File: src/rtl/hazard_pkg.sv
// Shared types and constants for the RV32I forwarding / hazard scoreboard slice.
package hazard_pkg;
    localparam int HZ_REG_AW = 5;
    localparam int HZ_FSEL_W = 2;

    typedef logic [HZ_REG_AW-1:0] reg_addr_t;
    typedef logic [HZ_FSEL_W-1:0] fsel_t;

    localparam reg_addr_t REG_ZERO     = 5'd0;
    localparam fsel_t     FSEL_REGFILE = 2'd0;
endpackage

File: src/rtl/fwd_port_sel.sv
// Priority forwarding-source select for one EX read port: youngest writing stage wins.
module fwd_port_sel
    import hazard_pkg::*;
#(
    parameter int NUM_FWD_STAGES = 2,
    parameter int REG_AW         = 5,
    parameter int FSEL_W         = 2
) (
    input  logic [REG_AW-1:0]                rs,
    input  logic [NUM_FWD_STAGES-1:0]        stg_reg_write,
    input  logic [NUM_FWD_STAGES*REG_AW-1:0] stg_rd,
    output logic [FSEL_W-1:0]                sel
);

    // Scan oldest to youngest so the lowest matching stage index is left in sel.
    always_comb begin
        sel = FSEL_W'(FSEL_REGFILE);
        for (int k = NUM_FWD_STAGES - 1; k >= 0; k--) begin
            sel = (stg_reg_write[k]
                   && (stg_rd[k*REG_AW +: REG_AW] != REG_AW'(REG_ZERO))
                   && (stg_rd[k*REG_AW +: REG_AW] == rs)) ? FSEL_W'(k + 1) : sel;
        end
    end

endmodule

File: src/rtl/hazard_scoreboard_chk.sv
// Protocol checker: a multi-cycle issue must never target a register that is still busy.
module hazard_scoreboard_chk
    import hazard_pkg::*;
#(
    parameter int REG_AW = 5
) (
    input logic                 clk,
    input logic                 rst_n,
    input logic                 mc_issue,
    input logic [REG_AW-1:0]    mc_rd,
    input logic [2**REG_AW-1:0] sb_busy
);

    property p_issue_not_busy;
        @(posedge clk) disable iff (!rst_n)
            (mc_issue && (mc_rd != REG_AW'(REG_ZERO))) |-> !sb_busy[mc_rd];
    endproperty

    a_issue_not_busy: assert property (p_issue_not_busy);

endmodule

File: src/rtl/hazard_scoreboard.sv
// Forwarding, load-use and multi-cycle scoreboard hazard unit beside ID/EX.
// Optional perf counters enabled by defining HAZARD_PERF_EN.
module hazard_scoreboard
    import hazard_pkg::*;
#(
    parameter  int NUM_RD_PORTS   = 2,
    parameter  int NUM_FWD_STAGES = 2,
    parameter  int REG_AW         = 5,
    parameter  int LAT_W          = 5,
    localparam int FSEL_W         = $clog2(NUM_FWD_STAGES + 1),
    localparam int NUM_REGS       = 2**REG_AW
) (
    input  logic                             clk,
    input  logic                             rst_n,
    input  logic [NUM_RD_PORTS*REG_AW-1:0]   id_rs,
    input  logic [NUM_RD_PORTS-1:0]          id_rs_used,
    input  logic [REG_AW-1:0]                id_rd,
    input  logic                             id_reg_write,
    input  logic [NUM_RD_PORTS*REG_AW-1:0]   ex_rs,
    input  logic [REG_AW-1:0]                ex_rd,
    input  logic                             ex_is_load,
    input  logic [NUM_FWD_STAGES-1:0]        stg_reg_write,
    input  logic [NUM_FWD_STAGES*REG_AW-1:0] stg_rd,
    input  logic                             mc_issue,
    input  logic [REG_AW-1:0]                mc_rd,
    input  logic [LAT_W-1:0]                 mc_lat,
    input  logic                             mc_done,
    input  logic [REG_AW-1:0]                mc_done_rd,
    output logic [NUM_RD_PORTS*FSEL_W-1:0]   fwd_sel,
    output logic                             stall,
    output logic [NUM_REGS-1:0]              sb_busy,
    output logic [31:0]                      perf_stalls,
    output logic [31:0]                      perf_fwds
);

    logic [LAT_W-1:0]               cnt_r [NUM_REGS];
    logic [NUM_REGS-1:0]            var_r;
    logic [NUM_REGS-1:0]            busy_s;
    logic [NUM_RD_PORTS*FSEL_W-1:0] fwd_raw_s;
    logic                           stall_s;

    for (genvar p = 0; p < NUM_RD_PORTS; p++) begin : g_port
        fwd_port_sel #(
            .NUM_FWD_STAGES (NUM_FWD_STAGES),
            .REG_AW         (REG_AW),
            .FSEL_W         (FSEL_W)
        ) u_sel (
            .rs            (ex_rs[p*REG_AW +: REG_AW]),
            .stg_reg_write (stg_reg_write),
            .stg_rd        (stg_rd),
            .sel           (fwd_raw_s[p*FSEL_W +: FSEL_W])
        );
    end

    // Per-register busy: a fixed-latency countdown or an open variable-latency op.
    always_comb begin
        busy_s = {NUM_REGS{1'b0}};
        for (int r = 1; r < NUM_REGS; r++) begin
            busy_s[r] = (cnt_r[r] != LAT_W'(0)) || var_r[r];
        end
    end

    // Scoreboard update; an issue overrides a same-cycle done to the same register.
    always_ff @(posedge clk) begin
        if (!rst_n) begin
            for (int r = 0; r < NUM_REGS; r++) begin
                cnt_r[r] <= LAT_W'(0);
            end
            var_r <= {NUM_REGS{1'b0}};
        end else begin
            cnt_r[0] <= LAT_W'(0);
            var_r[0] <= 1'b0;
            for (int r = 1; r < NUM_REGS; r++) begin
                if (mc_issue && (mc_rd == REG_AW'(r))) begin
                    cnt_r[r] <= mc_lat;
                    var_r[r] <= (mc_lat == LAT_W'(0));
                end else begin
                    cnt_r[r] <= (cnt_r[r] != LAT_W'(0)) ? cnt_r[r] - LAT_W'(1) : cnt_r[r];
                    var_r[r] <= var_r[r] && !(mc_done && (mc_done_rd == REG_AW'(r)));
                end
            end
        end
    end

    // Stall sources: load-use, RAW on busy or just-issued reg, WAW on busy destination.
    always_comb begin
        stall_s = 1'b0;
        if (rst_n) begin
            for (int p = 0; p < NUM_RD_PORTS; p++) begin
                if (id_rs_used[p] && (id_rs[p*REG_AW +: REG_AW] != REG_AW'(REG_ZERO))) begin
                    stall_s = stall_s
                              || (ex_is_load && (id_rs[p*REG_AW +: REG_AW] == ex_rd))
                              || busy_s[id_rs[p*REG_AW +: REG_AW]]
                              || (mc_issue && (id_rs[p*REG_AW +: REG_AW] == mc_rd));
                end else begin
                    stall_s = stall_s;
                end
            end
            if (id_reg_write && (id_rd != REG_AW'(REG_ZERO)) && busy_s[id_rd]) begin
                stall_s = 1'b1;
            end else begin
                stall_s = stall_s;
            end
        end else begin
            stall_s = 1'b0;
        end
    end

    assign fwd_sel = rst_n ? fwd_raw_s : {(NUM_RD_PORTS*FSEL_W){1'b0}};
    assign stall   = stall_s;
    assign sb_busy = busy_s;

`ifdef HAZARD_PERF_EN
    localparam int PCNT_W = $clog2(NUM_RD_PORTS + 1);

    logic [31:0]       perf_stalls_r;
    logic [31:0]       perf_fwds_r;
    logic [PCNT_W-1:0] nfwd_s;
    logic [32:0]       fwd_sum_s;

    // Number of ports taking a forwarded operand this cycle.
    always_comb begin
        nfwd_s = PCNT_W'(0);
        for (int p = 0; p < NUM_RD_PORTS; p++) begin
            nfwd_s = nfwd_s + ((fwd_sel[p*FSEL_W +: FSEL_W] != FSEL_W'(0)) ? PCNT_W'(1) : PCNT_W'(0));
        end
        fwd_sum_s = {1'b0, perf_fwds_r} + 33'(nfwd_s);
    end

    // Saturating performance counters.
    always_ff @(posedge clk) begin
        if (!rst_n) begin
            perf_stalls_r <= 32'd0;
            perf_fwds_r   <= 32'd0;
        end else begin
            if (stall_s && (perf_stalls_r != 32'hFFFF_FFFF)) begin
                perf_stalls_r <= perf_stalls_r + 32'd1;
            end else begin
                perf_stalls_r <= perf_stalls_r;
            end
            perf_fwds_r <= fwd_sum_s[32] ? 32'hFFFF_FFFF : fwd_sum_s[31:0];
        end
    end

    assign perf_stalls = perf_stalls_r;
    assign perf_fwds   = perf_fwds_r;
`else
    assign perf_stalls = 32'd0;
    assign perf_fwds   = 32'd0;
`endif

    hazard_scoreboard_chk #(
        .REG_AW (REG_AW)
    ) u_chk (
        .clk      (clk),
        .rst_n    (rst_n),
        .mc_issue (mc_issue),
        .mc_rd    (mc_rd),
        .sb_busy  (busy_s)
    );

endmodule

File: config.mk
export PLATFORM = sky130hd
export DESIGN_NAME = hazard_scoreboard
export DESIGN_NICKNAME = d
export VERILOG_FILES = /design/src/rtl/hazard_pkg.sv /design/src/rtl/fwd_port_sel.sv /design/src/rtl/hazard_scoreboard_chk.sv /design/src/rtl/hazard_scoreboard.sv
export SDC_FILE = /design/constraint.sdc
export NUM_CORES = 1
export LEC_CHECK = 0
export BUFFER_PORTS_ARGS = -buffer_cell sky130_fd_sc_hd__buf_2
export CORE_ASPECT_RATIO = 0.6
export CORE_MARGIN = 4
export CORE_UTILIZATION = 60
export DETAILED_ROUTE_END_ITERATION = 6
export MAX_ROUTING_LAYER = met4
export PLACE_DENSITY = 0.91
export SYNTH_ARGS = -nofsm -noshare
export SYNTH_HDL_FRONTEND = slang
export SYNTH_SLANG_ARGS = --single-unit
File: constraint.sdc
create_clock -name clk -period 6.5 [get_ports clk]
set_input_delay 0.325 -clock clk [delete_from_list [all_inputs] [get_ports clk]]
set_output_delay 0.325 -clock clk [all_outputs]
set_load 0.005 [all_outputs]
Word-level counts from Yosys, hierarchy flattened
Memories as Yosys holds them, arrays and structs flattened.
Index checks and enable logic that the tools add are counted.
{"block": "totals", "regBits": 31, "ram_bits": 160, "in_bits": 65, "n_memories": 1}
{"name": "cnt_r", "words": 32, "word_bits": 5, "rd": 31, "rd_ports_with_merged_regs": 0, "wr": 32, "line_no": "hazard_scoreboard.sv:36", "text": "logic [LAT_W-1:0] cnt_r [NUM_REGS];"}
{"block": "classes", "add_sub_neg": 31, "n_lt_le_gt_ge": 3, "eq_ne": 70, "n_mux": 329, "bitwise": 63, "reduce_logical": 211}
{"operator": "5-bit 2-to-1 mux", "count": 94}
{"operator": "1-bit 2-to-1 mux", "count": 227}
{"operator": "5-bit nonzero test", "count": 36}
{"operator": "5-bit equality test (second input constant)", "count": 32}
{"operator": "5-bit by 1-bit subtractor with 5-bit output (second input constant)", "count": 31}
{"operator": "1-bit logical AND", "count": 107}
{"operator": "5-bit by 4-bit equality test with 1-bit output (second input constant)", "count": 16}
{"operator": "1-bit bitwise OR", "count": 63}
{"operator": "5-bit by 3-bit equality test with 1-bit output (second input constant)", "count": 8}
{"operator": "5-bit equality test", "count": 8}
{"operator": "1-bit logical OR", "count": 36}
{"operator": "1-bit zero test", "count": 31}
{"operator": "5-bit by 2-bit equality test with 1-bit output (second input constant)", "count": 4}
{"operator": "5-bit by 6-bit less-than comparator with 1-bit output (second input constant)", "count": 3}
{"operator": "1-bit binary-select mux with 5-bit select", "count": 3}
{"operator": "5-bit by 1-bit equality test with 1-bit output (second input constant)", "count": 2}
{"operator": "2-bit 2-to-1 mux", "count": 4}
{"operator": "5-bit zero test", "count": 1}
{"operator": "4-bit 2-to-1 mux", "count": 1}

Longest topological paths before layout
An unclocked memory read counts as a cell.
{"block": "depth", "word_depth": 15, "mapped_depth": 10, "ltp_nobuf": 10}

Hierarchy
From an unflattened synthesis, not the netlist that was laid out.
{"block": "hier_totals", "hier_cells": 1400, "area_unflattened_um2": 13222.7}
{"module": "hazard_scoreboard", "instances": 1, "cells_each": 1360, "area_per_inst_um2": 12919.9, "seq_area_each_um2": 5275.1}
{"module": "fwd_port_sel", "instances": 2, "cells_each": 20, "area_per_inst_um2": 151.4, "seq_area_each_um2": 0.0}

Least setup slack after synthesis
OpenSTA, ideal clock, no wires.
{"block": "synth_timing", "path_type": "register -> output", "startpoint": "memory cnt_r[21][0] (netlist: cnt_r[0][105])", "endpoint": "output port stall", "arrival_time_ns": 2.415, "path_slack_ns": 3.760, "path_stages_with_launch": 10, "n_path_buf": 0, "path_cell_list": "edfxtp_1 -> inv_1 -> ha_1 -> or4b_1 -> nor2_2 -> a22oi_1 -> mux4_2 -> o221ai_1 -> a31oi_1 -> o41a_1"}
{"item": "start: declaration", "line_no": "hazard_scoreboard.sv:36"}
{"item": "end: declaration", "line_no": "hazard_scoreboard.sv:30", "text": "output logic stall,"}

==> results_tabular.tex <==
\begin{tabular}{lr}
\hline
Metric & Value \\
\hline
\multicolumn{2}{l}{\textbf{Clocking}} \\
\quad Clock slew at the register clock pins of the worst setup and hold paths & 0.07 ns \\
\quad Sink count of the clock tree & 186 \\
\quad PostCTS Resize Cnt & 0 \\
\quad Worst-case clock buffer depth & 2 \\
\quad TritonCTS Buffers & 17 \\
\quad Clock root cell & sky130\_fd\_sc\_hd\_\_clkbuf\_16 \\
\quad Insertion delay of the later-clocked pin in the worst-skew pair & 0.45 ns \\
\quad Number of buffers inserted to repair setup after CTS & 0 \\
\quad Hold\_buf cts & 0 \\
\quad CTS tree & built \\
\quad CTS H-Tree Depth & 4 \\
\multicolumn{2}{l}{\textbf{Placed design}} \\
\quad Number of buffer cells added on primary ports & 100 \\
\quad Final estimated routing congestion in global placement & 1.06 \\
\quad Post-detail-place hpwl & 25.8 mm \\
\quad Dpl ws & 3.15 ns \\
\multicolumn{2}{l}{\textbf{Floorplan}} \\
\quad Ports & 166 \\
\quad Die Span X & 198 um \\
\quad Die outline area & 24,300 um\^{}2 \\
\quad Standard cell core area & 21,200 um\^{}2 \\
\quad Die Ht & 122 um \\
\quad Standard-cell row count & 41 \\
\quad Starting density of the core & 61.6\% \\
\multicolumn{2}{l}{\textbf{Drt}} \\
\quad Vias post-DR & 10,895 \\
\quad DR vias/cell & 6.26 \\
\quad Average wire per standard cell & 20.6 um \\
\quad Residual antenna-violating net count after detailed routing & 0 \\
\quad Iteration-0 DRC count of the detailed router & 1,428 \\
\quad Final wirelength & 35.9 mm \\
\quad DRC errors left & 0 \\
\quad Detailed-router iteration count before antenna repair & 6 \\
\multicolumn{2}{l}{\textbf{Critical path}} \\
\quad Crit Reg-Reg Startpoint & cnt\_r[0][140]\$\_SDFFCE\_PN0P\_ \\
\quad Cell-by-cell listing of the critical path & inv\_1 -> ha\_1 -> nor4b\_1 -> nor2b\_1 -> mux2i\_1 -> a22o\_1 -> a2111oi\_0 -> a211oi\_1 -> o41a\_1 -> buf\_2 \\
\quad Length in cells of the worst reg-to-reg path & 4 \\
\quad Cell with the largest stage delay on the worst path & sky130\_fd\_sc\_hd\_\_a2111oi\_0 \\
\quad Type of the worst setup path & flop to output pin \\
\quad Biggest fanout along the worst timing path & 3 \\
\quad Endpoint arrival time on the critical path & 3.65 ns \\
\quad CP required & 6.17 ns \\
\quad Largest stage delay on the critical path & 0.62 ns \\
\quad Setup slack of the worst register-to-register path & 4.43 ns \\
\quad Worst Setup SP & cnt\_r[0][75]\$\_SDFFCE\_PN0P\_ \\
\quad Critical R2R Capture & cnt\_r[0][144]\$\_SDFFCE\_PN0P\_ \\
\quad Critical path capture point type & output pin \\
\quad Destination of the critical timing path & stall \\
\quad Startpoint types & flop \\
\multicolumn{2}{l}{\textbf{STA}} \\
\quad Clock Skew & 0.0146 ns \\
\quad Final hold slack & 0.317 ns \\
\quad Final Worst Setup Slack & 2.53 ns \\
\quad Period Utilization, post-route & 61.1\% \\
\quad Unrepaired setup endpoints after global routing & no \\
\quad Timing-limited maximum frequency & 0.252 GHz \\
\quad Number of endpoints with negative hold slack in the final report & 0 \\
\quad Clock period minus final worst setup slack & 3.97 ns \\
\quad Relative slew slack & 21.8\% \\
\quad Final-report max-slew violation count & 0 \\
\quad Setup-violating endpoint count in the final report & 0 \\
\quad Measured slew at the worst slew-check pin & 1.17 ns \\
\quad Total Negative Setup Slacks & 0 ns \\
\multicolumn{2}{l}{\textbf{GRT}} \\
\quad Global-route usage over all layers & 29.8\% \\
\quad Largest net degree at the start of global routing & 93 \\
\quad Wire length of the first global-routing pass & 54.7 mm \\
\quad Number of global-route vias before repair & 10,061 \\
\quad Overflow left after global routing & 0 \\
\quad Initial antenna violation count & 0 \\
\multicolumn{2}{l}{\textbf{Power and ir drop}} \\
\quad Total leakage power & 6.29 nW \\
\quad Overall power after layout & 5.51 mW \\
\quad Pwr Density & 393 nW/um\^{}2 \\
\quad Peak VDD IR & 188 uV \\
\multicolumn{2}{l}{\textbf{Logic synthesis}} \\
\quad Area share of the largest cell type after synthesis & 35.7\% \\
\quad Dominant register cell in the synthesized netlist & sky130\_fd\_sc\_hd\_\_edfxtp\_1 \\
\quad Synth warnings & 0 \\
\quad Number of synthesized flops with an enable pin & 155 \\
\quad Share of flip-flops with an asynchronous set or reset after synthesis & 0\% \\
\quad Sequential cell area fraction in the yosys report & 40.4\% \\
\quad Post-synth design cell area & 13,100 um\^{}2 \\
\quad Post-Syn Area per Cell & 9.40 um\^{}2 \\
\quad Number of synthesized register bits & 186 \\
\quad Count of mapped cells out of synthesis & 1,389 \\
\quad Largest cells by area after synthesis & sky130\_fd\_sc\_hd\_\_edfxtp\_1, sky130\_fd\_sc\_hd\_\_ha\_1, sky130\_fd\_sc\_hd\_\_xor2\_1, sky130\_fd\_sc\_hd\_\_nand2\_1, sky130\_fd\_sc\_hd\_\_dfxtp\_1 \\
\quad Cell taking the most area after synthesis & sky130\_fd\_sc\_hd\_\_edfxtp\_1 \\
\quad Synth cell types & 60 \\
\multicolumn{2}{l}{\textbf{Cells and area}} \\
\quad Layout overhead on the synthesized area & 7.46\% \\
\quad Antenna diode count & 0 \\
\quad Post-layout nets & 1,575 \\
\quad Filler Cells Inserted & 1,676 \\
\quad Proportion of layout cells with a drive suffix above 1 & 10.3\% \\
\quad Area of combinational cells with multiple inputs & 6930 um\^{}2 \\
\quad Register area & 5280 um\^{}2 \\
\multicolumn{2}{l}{\textbf{Run}} \\
\quad Max-cap violations & 0 \\
\multicolumn{2}{l}{\textbf{Worst hold path}} \\
\quad Kind of path behind the tightest hold check & input pin to flop \\
\multicolumn{2}{l}{\textbf{Status}} \\
\quad Outcome & finished, final reports clean \\
\hline
\end{tabular}
placed cells by master, fill, tap and decap left out, drive strengths merged, types with 24 or more instances in the layout:
| cell | count |
|---|---|
| and2 | 34 |
| edfxtp | 155 |
| buf | 104 |
| dfxtp | 31 |
| o211ai | 35 |
| nand2 | 179 |
| nor2 | 79 |
| clkbuf | 25 |
| xor2 | 78 |
| a21oi | 24 |
| o211a | 62 |
| a22oi | 35 |
| ha | 62 |
| inv | 96 |
| o21ai | 66 |
| conb | 65 |
| nor3 | 42 |
| nand3 | 60 |
| xnor2 | 55 |
| nor4b | 25 |
cell type report:
| cell class | count | area share, % |
|---|---|---|
| timing repair buffer | 104 | 3.80 |
| sequential | 186 | 37.6 |
| clock buffer | 25 | 3.46 |
| clock inverter | 7 | 0.642 |
| inverter | 96 | 2.57 |
| multi-input combinational | 1043 | 49.4 |
| tap | 279 | 2.49 |
report_power, final:
group	total (mW)	switching, mW	internal (mW)
clock network	1.06	0.464	0.596
logic	2.24	1.23	1.01
registers	2.21	0.347	1.87
synth_stat cells (34+ instances only):
cell	instances
sky130_fd_sc_hd__xor2_1	78
sky130_fd_sc_hd__edfxtp_1	155
sky130_fd_sc_hd__o211ai_1	35
sky130_fd_sc_hd__o21ai_0	56
sky130_fd_sc_hd__clkbuf_1	59
sky130_fd_sc_hd__nand2_1	179
sky130_fd_sc_hd__a22oi_1	35
sky130_fd_sc_hd__o211a_1	62
sky130_fd_sc_hd__inv_1	94
sky130_fd_sc_hd__ha_1	62
sky130_fd_sc_hd__and2_1	34
sky130_fd_sc_hd__nand3_1	60
sky130_fd_sc_hd__nor2_1	78
sky130_fd_sc_hd__buf_4	65
sky130_fd_sc_hd__xnor2_1	55
sky130_fd_sc_hd__nor3_1	42
through the flow:
step / util, % / area [um^2] / cells
after floorplan: - / 13300 / 1453
after global placement: 63.5 / 13400 / 1708
after detailed placement: 63.5 / 13400 / 1708
after CTS: 66.2 / 14000 / 1740
after global routing: 66.2 / 14000 / 1740
final: 66.2 / 14000 / 1740
cell families after synthesis:
family,share of synthesized area (%)
xor+xnor,8.93
other cells,0.0287
simple gates,18.7
flops,40.4
compound gates,14.6
fa+ha+maj,5.94
mux,3.08
buf+inv,8.31
worst min-delay path by stage:
stage / cells past startpoint / end / slack (ns) / startpoint
floorplan: 2 / var_r[17]$_SDFF_PN0_ / 0.48 / var_r[17]$_SDFF_PN0_
global placement: 2 / var_r[17]$_SDFF_PN0_ / 0.50 / var_r[17]$_SDFF_PN0_
detailed placement: 2 / var_r[17]$_SDFF_PN0_ / 0.54 / var_r[17]$_SDFF_PN0_
CTS: 3 / cnt_r[0][87]$_DFFE_PP_ / 0.30 / mc_lat[2]
global route: 2 / cnt_r[0][147]$_SDFFCE_PN0P_ / 0.31 / mc_lat[2]
finish: 2 / var_r[6]$_SDFF_PN0_ / 0.32 / rst_n
sequential cells by signal, indices dropped and copies added (netlist names):
signal  cells
var_r      31
cnt_r     155
per-layer routing:
metal	wire length, um	global-route usage [%]	vias to the layer above
met5	0	-	-
met4	1160	10.9	0
met3	4070	6.89	107
met2	15900	44.5	656
met1	14700	40.2	5204
li1	-	-	4928
worst max-delay path: cells and delay by family, from the launching register on:
| kind | cells | cell delay, ns |
|---|---|---|
| AOI/OAI and AO/OA | 4 | 1.43 |
| adders and majority gates | 1 | 0.14 |
| buffers and inverters | 2 | 0.26 |
| DFF | 1 | 0.43 |
| muxes | 1 | 0.13 |
| and+or+nand+nor | 2 | 0.82 |
Note: power is estimated with default switching activity, not from simulation.
